`src/rtl/voice_allocator_pkg.sv`:
```
// voice_allocator_pkg: shared defaults, FSM states and the latched note-event record
package voice_allocator_pkg;
  localparam int DEF_VOICES  = 8;
  localparam int DEF_V_WIDTH = 3;

  typedef enum logic [1:0] {IDLE, SCAN, COMMIT} state_e;

  typedef struct packed {
    logic       is_on;
    logic [6:0] key;
    logic [6:0] vel;
  } event_t;
endpackage

```
`src/rtl/voice_key_table.sv`:
```
// voice_key_table: per-voice key registers with one write port and an indexed match compare
module voice_key_table #(
  parameter int VOICES  = 8,
  parameter int V_WIDTH = 3
) (
  input  logic               clk,
  input  logic               rst_n,
  input  logic               we_i,
  input  logic [V_WIDTH-1:0] wadr_i,
  input  logic [6:0]         wkey_i,
  input  logic [V_WIDTH-1:0] radr_i,
  input  logic [6:0]         key_i,
  output logic               match_o
);
  logic [6:0] tab_q [VOICES];

  // key held by each voice, rewritten when a note-on lands on that voice
  always_ff @(posedge clk or negedge rst_n) begin
    if (!rst_n) begin
      for (int k = 0; k < VOICES; k++) tab_q[k] <= '0;
    end else if (we_i) begin
      tab_q[wadr_i] <= wkey_i;
    end
  end

  assign match_o = tab_q[radr_i] == key_i;
endmodule

```
`src/rtl/voice_allocator.sv`:
```
// voice_allocator: assigns note-on/off events to voice slots via a fixed-length scan
module voice_allocator
  import voice_allocator_pkg::*;
#(
  parameter int VOICES  = DEF_VOICES,
  parameter int V_WIDTH = DEF_V_WIDTH
) (
  input  logic               OSC_CLK,
  input  logic               reset_reg_N,
  input  logic               ev_valid,
  output logic               ev_ready,
  input  logic               ev_is_on,
  input  logic [6:0]         ev_key,
  input  logic [6:0]         ev_vel,
  input  logic               all_notes_off,
  input  logic [VOICES-1:0]  voice_free,
  output logic [VOICES-1:0]  keys_on,
  output logic               note_on,
  output logic [V_WIDTH-1:0] cur_key_adr,
  output logic [7:0]         cur_key_val,
  output logic [7:0]         cur_vel_on,
  output logic [7:0]         cur_vel_off
);
  state_e             state_q, state_d;
  event_t             ev_q, ev_d;
  logic [V_WIDTH-1:0] idx_q, idx_d, hit_adr_q, hit_adr_d, free_adr_q, free_adr_d;
  logic [V_WIDTH-1:0] steal_q, steal_d, adr_q, adr_d;
  logic               hit_q, hit_d, free_q, free_d, note_q, note_d;
  logic [VOICES-1:0]  keys_q, keys_d;
  logic [7:0]         key_val_q, key_val_d, vel_on_q, vel_on_d, vel_off_q, vel_off_d;
  logic               tab_match, tab_we, last, cur_hit, cur_free, fin_hit, fin_free;
  logic [V_WIDTH-1:0] fin_hit_adr, fin_free_adr, v;

  voice_key_table #(.VOICES(VOICES), .V_WIDTH(V_WIDTH)) u_tab (
    .clk     (OSC_CLK),
    .rst_n   (reset_reg_N),
    .we_i    (tab_we),
    .wadr_i  (v),
    .wkey_i  (ev_q.key),
    .radr_i  (idx_q),
    .key_i   (ev_q.key),
    .match_o (tab_match)
  );

  // state and output registers; the commit result is loaded as COMMIT is entered
  always_ff @(posedge OSC_CLK or negedge reset_reg_N) begin
    if (!reset_reg_N) begin
      state_q    <= IDLE;
      ev_q       <= '0;
      idx_q      <= '0;
      hit_q      <= 1'b0;
      hit_adr_q  <= '0;
      free_q     <= 1'b0;
      free_adr_q <= '0;
      steal_q    <= '0;
      adr_q      <= '0;
      note_q     <= 1'b0;
      keys_q     <= '0;
      key_val_q  <= '0;
      vel_on_q   <= '0;
      vel_off_q  <= '0;
    end else begin
      state_q    <= state_d;
      ev_q       <= ev_d;
      idx_q      <= idx_d;
      hit_q      <= hit_d;
      hit_adr_q  <= hit_adr_d;
      free_q     <= free_d;
      free_adr_q <= free_adr_d;
      steal_q    <= steal_d;
      adr_q      <= adr_d;
      note_q     <= note_d;
      keys_q     <= keys_d;
      key_val_q  <= key_val_d;
      vel_on_q   <= vel_on_d;
      vel_off_q  <= vel_off_d;
    end
  end

  assign cur_hit      = keys_q[idx_q] && tab_match;
  assign cur_free     = voice_free[idx_q] && !keys_q[idx_q];
  assign fin_hit      = hit_q || cur_hit;
  assign fin_free     = free_q || cur_free;
  assign fin_hit_adr  = hit_q ? hit_adr_q : idx_q;
  assign fin_free_adr = free_q ? free_adr_q : idx_q;
  assign v            = fin_hit ? fin_hit_adr : fin_free ? fin_free_adr : steal_q;
  assign last         = idx_q == V_WIDTH'(VOICES - 1);

  // next-state: accept in IDLE, first-hit tracking in SCAN, decision on the last scan cycle
  always_comb begin
    state_d    = state_q;
    ev_d       = ev_q;
    idx_d      = idx_q;
    hit_d      = hit_q;
    hit_adr_d  = hit_adr_q;
    free_d     = free_q;
    free_adr_d = free_adr_q;
    steal_d    = steal_q;
    adr_d      = adr_q;
    note_d     = 1'b0;
    keys_d     = keys_q;
    key_val_d  = key_val_q;
    vel_on_d   = vel_on_q;
    vel_off_d  = vel_off_q;
    tab_we     = 1'b0;
    if (all_notes_off) begin
      keys_d  = '0;
      state_d = IDLE;
    end else begin
      case (state_q)
        IDLE: if (ev_valid) begin
          ev_d    = '{is_on: ev_is_on && (ev_vel != 7'd0), key: ev_key, vel: ev_vel};
          idx_d   = '0;
          hit_d   = 1'b0;
          free_d  = 1'b0;
          state_d = SCAN;
        end
        SCAN: begin
          hit_d      = fin_hit;
          hit_adr_d  = fin_hit_adr;
          free_d     = fin_free;
          free_adr_d = fin_free_adr;
          idx_d      = idx_q + 1'b1;
          if (last) begin
            state_d = COMMIT;
            if (ev_q.is_on) begin
              tab_we    = 1'b1;
              keys_d[v] = 1'b1;
              adr_d     = v;
              key_val_d = {1'b0, ev_q.key};
              vel_on_d  = {1'b0, ev_q.vel};
              note_d    = 1'b1;
              if (!fin_hit && !fin_free)
                steal_d = steal_q == V_WIDTH'(VOICES - 1) ? '0 : steal_q + 1'b1;
            end else if (fin_hit) begin
              keys_d[v] = 1'b0;
              adr_d     = v;
              key_val_d = {1'b0, ev_q.key};
              vel_off_d = {1'b0, ev_q.vel};
            end
          end
        end
        default: state_d = IDLE;
      endcase
    end
  end

  assign ev_ready    = state_q == IDLE;
  assign keys_on     = keys_q;
  assign note_on     = note_q;
  assign cur_key_adr = adr_q;
  assign cur_key_val = key_val_q;
  assign cur_vel_on  = vel_on_q;
  assign cur_vel_off = vel_off_q;
endmodule

```
`config.mk`:
```
export PLATFORM = sky130hd
export DESIGN_NAME = voice_allocator
export DESIGN_NICKNAME = d
export VERILOG_FILES = /design/src/rtl/voice_allocator_pkg.sv /design/src/rtl/voice_key_table.sv /design/src/rtl/voice_allocator.sv
export SDC_FILE = /design/constraint.sdc
export NUM_CORES = 1
export LEC_CHECK = 0
export CORE_MARGIN = 1
export CORE_UTILIZATION = 35
export CTS_BUF_LIST = sky130_fd_sc_hd__clkbuf_4 sky130_fd_sc_hd__clkbuf_8
export DETAILED_ROUTE_END_ITERATION = 10
export PLACE_DENSITY_LB_ADDON = 0.05
export SLEW_MARGIN = 20
export SYNTH_ARGS = -nofsm -noshare
export SYNTH_HDL_FRONTEND = slang
export SYNTH_SLANG_ARGS = --single-unit
```
`constraint.sdc`:
```
create_clock -name OSC_CLK -period 4.15 [get_ports OSC_CLK]
set_input_delay 0.415 -clock OSC_CLK [delete_from_list [all_inputs] [get_ports OSC_CLK]]
set_output_delay 0.415 -clock OSC_CLK [all_outputs]
set_load 0.01 [all_outputs]
```
==> flow_summary.json, run 1 <==
{
  "synth_area_sq_mm": 0.00575,
  "finalMaxSlewViolations": 0,
  "fp.dieH_microns": 130,
  "regArea_sq_mm": 0.00300,
  "min_period_ns": 3.90,
  "cts_tree": "yes",
  "groute.usage.overall": 0.185,
  "r2r_slack_ns": 0.25,
  "ys_warn_count": 0,
  "overflow": 0,
  "ir_drop_v": 0.000265,
  "synth-seq-cells": 120,
  "intPower_mw": 2.19,
  "setup_ws_ns": 0.253,
  "critPathRequiredTime_ns": 4.47,
  "viasPerCell": 5.00,
  "rr_startpoint": "idx_q[0]$_DFFE_PN0P_",
  "holdCritPathClass": "in -> async",
  "worst_setup_path_end_kind": "flip-flop",
  "pre_cts_ws_ns": 0.229,
  "avgSynthCellArea_sq_um": 12.7,
  "hpwl_microns": 9710,
  "area_delta_synth_final_pct": 23.7,
  "drt_iter0_drc": 184,
  "grt.met2_usage": 0.286,
  "reg2reg_to": "u_tab.tab_q[4]$_DFFE_PN0P_",
  "synth.distinct_cells": 49,
  "grt.busiest_layer": "met2",
  "seqPwrFrac": 0.442,
  "num_vias": 3776,
  "drc": 0,
  "rows": 46,
  "clkTransAtPathRegs_ns": 0.08,
  "hold_buffers": 0,
  "finalCritPeriodShare": 0.939,
  "tightest_slew_ns": 0.871,
  "ys_seq_area_frac": 0.523,
  "drive_gt1_frac": 0.299,
  "multiInputGateArea_sq_mm": 0.00254,
  "grt_max_degree": 62,
  "place_area_sq_mm": 0.00665,
  "nets": 557,
  "io_buffers": 60,
  "total_power_mw": 3.05,
  "worstRegToRegCells": 10,
  "pwr-share-clk": 0.395,
  "rsz0062_at_grt": "no",
  "dr.pass1.iters": 4,
  "fillers": 1512,
  "use_met1": 0.256,
  "tns_ns": 0,
  "io_pins": 64,
  "synth_cells": 451,
  "combPwrFrac": 0.164,
  "p_leak_nw": 3.44,
  "grt_pass1_vias": 4017,
  "async_flop_share": 1.00,
  "cp-start-kind": "flip-flop",
  "n_antenna_cell": 0,
  "numCtsBuffers": 17,
  "drt-total-wl_microns": 14100,
  "grt_pass1_wl_microns": 22700,
  "power.density_mw_per_mm2": 429,
  "core_area_sq_mm": 0.0159,
  "clk_path_buf_depth": 2,
  "grt_antenna_before_repair": 0,
  "cts_root_buffer": "clkbuf_8",
  "start_util": 0.360,
  "critPathKind": "reg -> reg",
  "arrival_ns": 4.21,
  "finalSetupViolCount": 0,
  "ys.flop_type": "dfrtp_1",
  "place.gp.congestion": 0.812,
  "die_w_microns": 130,
  "final_cell_area_sq_mm": 0.00711,
  "clock_latency_ns": 0.44,
  "power.switching_mw": 0.860,
  "relSlewSlack": 0.417,
  "fp.dieArea_sq_mm": 0.0169,
  "cp_max_fo": 8,
  "synth_edf_count": 0,
  "wl_per_cell_microns": 18.7,
  "hold_viol_final": 0,
  "fmax_mhz": 257,
  "cts_sinks": 120,
  "cap_violations": 0,
  "use_met3": 0.0451,
  "htree_num_levels": 4,
  "switching_share": 0.282,
  "status": "completed",
  "ant_nets": 0,
  "clock_skew_ns": 0.0124
}
## per-stage QoR
| stage | hold WS (ns) | utilization | cells |
|---|---|---|---|
| floorplan | 0.119 | - | 453 |
| global placement | 0.461 | 0.417 | 723 |
| detailed placement | 0.462 | 0.417 | 723 |
| CTS | 0.0682 | 0.446 | 755 |
| global route | 0.107 | 0.446 | 755 |
| finish | 0.0525 | 0.446 | 755 |
## registers in the layout, indices dropped and copies added, names as in the netlist
| signal | count |
|---|---|
| cur_key_adr | 3 |
| cur_key_val | 7 |
| cur_vel_off | 7 |
| cur_vel_on | 7 |
| ev_q | 15 |
| free_adr_q | 3 |
| free_q | 1 |
| hit_adr_q | 3 |
| hit_q | 1 |
| idx_q | 3 |
| keys_on | 8 |
| note_on | 1 |
| state_q | 2 |
| steal_q | 3 |
| u_tab.tab_q | 56 |
## placed cells by master (no fill, tap or decap), types with 3 or more instances in the layout
master | Yosys | layout
clkbuf_8 | 0 | 17
a21oi_1 | 9 | 9
conb_1 | 1 | 3
buf_4 | 6 | 23
inv_1 | 9 | 9
and4b_1 | 3 | 3
bufinv_16 | 0 | 5
and3_1 | 4 | 4
nor3_1 | 3 | 3
mux4_1 | 5 | 5
nor2b_1 | 4 | 4
ha_1 | 4 | 4
a22oi_1 | 3 | 3
nor2_1 | 11 | 11
mux4_2 | 7 | 7
a22o_1 | 4 | 4
o21ai_0 | 10 | 10
dfrtp_1 | 120 | 119
clkdlybuf4s50_1 | 0 | 59
clkinv_2 | 0 | 4
or4b_1 | 3 | 3
nand2_1 | 80 | 80
a21oi_4 | 3 | 3
nand3_1 | 5 | 5
xor2_1 | 4 | 4
mux2_2 | 79 | 79
nor4b_4 | 3 | 3
mux2i_1 | 19 | 19
nand4b_4 | 3 | 3
## synthesized netlist by cell type, types with 4 or more instances
cell type / n / area (sq um)
dfrtp_1: 120 / 3000
nand2_1: 80 / 300
mux2_2: 79 / 890
mux2i_1: 19 / 190
clkbuf_1: 16 / 60.1
nor2_1: 11 / 41.3
o21ai_0: 10 / 50.1
a21oi_1: 9 / 45.0
inv_1: 9 / 33.8
mux4_2: 7 / 158
buf_4: 6 / 45.0
buf_6: 5 / 56.3
mux4_1: 5 / 131
nand3_1: 5 / 25.0
a22o_1: 4 / 35.0
and3_1: 4 / 25.0
ha_1: 4 / 50.1
nor2b_1: 4 / 25.0
xor2_1: 4 / 35.0
## cell families (layout without fill, tap and decap cells)
group           Yosys count  count (layout)  share of synthesized area
xor+xnor                  4               4                    0.00610
other cells               1               3                   0.000653
flops                   120             120                      0.523
compound gates           44              44                     0.0584
mux                     110             110                      0.238
buf+inv                  39             125                     0.0361
fa+ha+maj                 4               4                    0.00871
simple gates            129             129                      0.129
## how the worst max path moves through the flow
stage | to | startpoint | depth (start not counted) | slack (ns)
CTS | u_tab.tab_q[5]$_DFFE_PN0P_ | idx_q[2]$_DFFE_PN0P_ | 11 | 0.19
global route | u_tab.tab_q[3]$_DFFE_PN0P_ | idx_q[0]$_DFFE_PN0P_ | 11 | 0.08
detailed placement | u_tab.tab_q[4]$_DFFE_PN0P_ | idx_q[2]$_DFFE_PN0P_ | 11 | 0.23
finish | u_tab.tab_q[4]$_DFFE_PN0P_ | idx_q[0]$_DFFE_PN0P_ | 10 | 0.25
global placement | u_tab.tab_q[5]$_DFFE_PN0P_ | idx_q[2]$_DFFE_PN0P_ | 11 | 0.19
floorplan | u_tab.tab_q[10]$_DFFE_PN0P_ | idx_q[0]$_DFFE_PN0P_ | 10 | 0.88
## power by group through the flow
stage	clock [mW]	combinational, mW	sequential [mW]
after floorplan	0	0.412	1.29
after global placement	0	0.500	1.37
after detailed placement	0	0.504	1.37
after CTS	1.24	0.506	1.35
after global routing	1.29	0.547	1.36
final	1.20	0.500	1.35
## per-layer routing
metal	share of wire	routed length, microns
met5	0	0
met4	0.0099	140
met3	0.034	476
met2	0.46	6500
met1	0.50	7020
## area by class of cell
cell class / count / area share
Clock inverter: 13 / 0.0285
Timing Repair Buffer: 84 / 0.113
Sequential cell: 120 / 0.423
Inverter: 9 / 0.00475
Clock buffer: 19 / 0.0350
Multi-Input combinational cell: 294 / 0.358
Tap cell: 216 / 0.0380
## critical path, cell delays in order, from the launching register on
cell	delay, ns
dfrtp_1	0.69
mux4_1	0.63
mux2i_1	0.32
a21boi_2	0.36
mux2i_1	0.11
o21ai_0	0.42
a21oi_4	0.18
buf_4	0.22
nor4_4	0.25
buf_4	0.23
mux2_2	0.35
## repair_timing
| action | 4_1_cts | 5_1_grt |
|---|---|---|
| endpoints found under the setup margin | 0 | 1 |
| endpoints found under the hold margin | 0 | 0 |
| gates resized for setup | 0 | 1 |
| setup buffers | 0 | 0 |
No activity file was read; power rests on OpenSTA's default activity.
==> run 2, diff against run 1 <==
--- a/config.mk
+++ b/config.mk
@@ -5,9 +5,10 @@
 export SDC_FILE = /design/constraint.sdc
 export NUM_CORES = 1
 export LEC_CHECK = 0
-export CORE_MARGIN = 1
+export CORE_MARGIN = 3
 export CORE_UTILIZATION = 35
 export CTS_BUF_LIST = sky130_fd_sc_hd__clkbuf_4 sky130_fd_sc_hd__clkbuf_8
+export CTS_CLUSTER_DIAMETER = 100
 export DETAILED_ROUTE_END_ITERATION = 10
 export PLACE_DENSITY_LB_ADDON = 0.05
 export SLEW_MARGIN = 20
==> run 2 against run 1 <==
Against the previous run: sequential cell count unchanged; non-clock buffer count down 1; clock skew up 0.0016 ns; clock-buffer cell count down 2; design area down 0.37%; critical endpoint is now u_tab.tab_q[20]$_DFFE_PN0P_; largest power group unchanged.
==> flow_summary.json, run 2 (synthesized netlist as in run 1, its figures left out) <==
{
  "multiInputGateArea_sq_mm": 0.00254,
  "rr_startpoint": "idx_q[0]$_DFFE_PN0P_",
  "post-route-util": 0.443,
  "finalSetupViolCount": 0,
  "io_pins": 64,
  "critPathRequiredTime_ns": 4.46,
  "nets": 556,
  "tightest_slew_ns": 0.991,
  "groute.usage.overall": 0.165,
  "grt_antenna_before_repair": 0,
  "tns_ns": 0,
  "ant_nets": 0,
  "fp.dieArea_sq_mm": 0.0180,
  "cp-startpoint": "idx_q[0]$_DFFE_PN0P_",
  "finalCritPeriodShare": 0.950,
  "dr.pass1.iters": 4,
  "drt-total-wl_microns": 14000,
  "final_common_cell": "dfrtp_1",
  "hold_ws_ns": 0.127,
  "min_period_ns": 3.94,
  "fillers": 1555,
  "overflow": 0,
  "grt_pass1_wl_microns": 22700,
  "final_cell_mix": "dfrtp_1, nand2_1, mux2_2",
  "drc": 0,
  "rows": 46,
  "die_w_microns": 134,
  "cts_resized": 0,
  "switching_share": 0.293,
  "drt_iter0_drc": 248,
  "arrival_ns": 4.26,
  "power.switching_mw": 0.881,
  "regArea_sq_mm": 0.00300,
  "grt_pass1_vias": 3888,
  "p_leak_nw": 3.43,
  "cp_max_fo": 14,
  "r2r_slack_ns": 0.21,
  "cp-start-kind": "flip-flop",
  "cap_violations": 0,
  "clock_latency_ns": 0.43,
  "start_util": 0.359,
  "combPwrFrac": 0.173,
  "clk_path_buf_depth": 2,
  "worst_setup_path_end_kind": "flip-flop",
  "holdCritPathClass": "in -> async",
  "power.density_mw_per_mm2": 425,
  "reg2reg_to": "u_tab.tab_q[20]$_DFFE_PN0P_",
  "core_area_sq_mm": 0.0160,
  "rsz0062_at_grt": "no",
  "total_power_mw": 3.01,
  "wl_per_cell_microns": 18.5,
  "hold_viol_final": 0,
  "drive_gt1_frac": 0.296,
  "grt_max_degree": 75,
  "status": "completed",
  "cts_tree": "yes",
  "largest_reg_flops": 56,
  "viasPerCell": 4.99,
  "intPower_mw": 2.13,
  "ir_drop_v": 0.000236,
  "hold_buffers": 0,
  "htree_num_levels": 4,
  "io_buffers": 60,
  "clock_skew_ns": 0.0140,
  "area_delta_synth_final_pct": 23.2,
  "numCtsBuffers": 17,
  "cts_sinks": 120,
  "n_antenna_cell": 0,
  "critPathKind": "reg -> reg",
  "finalMaxSlewViolations": 0,
  "cts_setup_buffers": 0,
  "final_cell_area_sq_mm": 0.00708,
  "relSlewSlack": 0.339,
  "fp.dieH_microns": 134,
  "fmax_mhz": 254,
  "pwr-share-clk": 0.382,
  "place_area_sq_mm": 0.00665,
  "num_vias": 3759,
  "seqPwrFrac": 0.445,
  "cts_root_buffer": "clkbuf_8",
  "clkTransAtPathRegs_ns": 0.08,
  "hpwl_microns": 9750,
  "place.gp.congestion": 0.812,
  "regMostFlops": "u_tab.tab_q",
  "worstRegToRegCells": 9
}
-- run 2: cell count changes in the layout (fill, tap and decap cells not counted) --
| cell | previous run | this run |
|---|---|---|
| buf_4 | 23 | 22 |
| inv_6 | 0 | 2 |
| clkinv_4 | 2 | 4 |
| dfrtp_1 | 119 | 120 |
| clkbuf_4 | 2 | 0 |
| dfrtp_2 | 1 | 0 |
| bufinv_16 | 5 | 4 |
| clkinvlp_4 | 2 | 1 |
-- run 2: final cells by class --
type / count / area share
Sequential cell: 120 / 0.424
Clock inverter: 15 / 0.0283
Tap cell: 216 / 0.0382
Inverter: 9 / 0.00477
Clock buffer: 17 / 0.0330
Timing Repair Buffer: 83 / 0.112
Multi-Input combinational cell: 294 / 0.359
-- run 2: power groups by stage --
stage | Sequential (mW) | Combinational, mW | Clock, mW
finish | 1.34 | 0.522 | 1.15
global route | 1.36 | 0.571 | 1.24
global placement | 1.36 | 0.520 | 0
detailed placement | 1.36 | 0.527 | 0
CTS | 1.34 | 0.528 | 1.19
floorplan | 1.29 | 0.412 | 0
-- run 2: layer usage --
metal  global-route usage  vias up  wire length, microns  share of wire
met4               0.0356        0                   109         0.0078
li1                     -     1770                     -              -
met2                0.268       70                  6910           0.50
met5                    0        -                     0              0
met1                0.227     1913                  6350           0.45
met3               0.0413        6                   582          0.042
-- run 2: per-stage QoR --
step           setup WS [ns]  std cells
6_report               0.206        754
3_5_place_dp           0.263        722
4_1_cts                0.260        754
2_1_floorplan          0.881        453
5_1_grt               0.0222        754
3_3_place_gp           0.270        722
-- run 2: critical path, stage by stage (launching register included) --
cell and delay [ns]:
dfrtp_1 0.74, mux4_1 0.62, mux2i_1 0.18, xor2_1 0.19, nand4_2 0.22, o31a_1 0.49, a21oi_4 0.48, nor4b_4 0.29
buf_4 0.25, mux2_2 0.35
-- run 2: worst max-delay path by stage --
| stage | slack (ns) | cells past startpoint | end |
|---|---|---|---|
| floorplan | 0.88 | 10 | u_tab.tab_q[10]$_DFFE_PN0P_ |
| global placement | 0.27 | 11 | u_tab.tab_q[2]$_DFFE_PN0P_ |
| detailed placement | 0.26 | 9 | u_tab.tab_q[18]$_DFFE_PN0P_ |
| CTS | 0.26 | 9 | u_tab.tab_q[18]$_DFFE_PN0P_ |
| global route | 0.02 | 9 | u_tab.tab_q[20]$_DFFE_PN0P_ |
| finish | 0.21 | 9 | u_tab.tab_q[20]$_DFFE_PN0P_ |
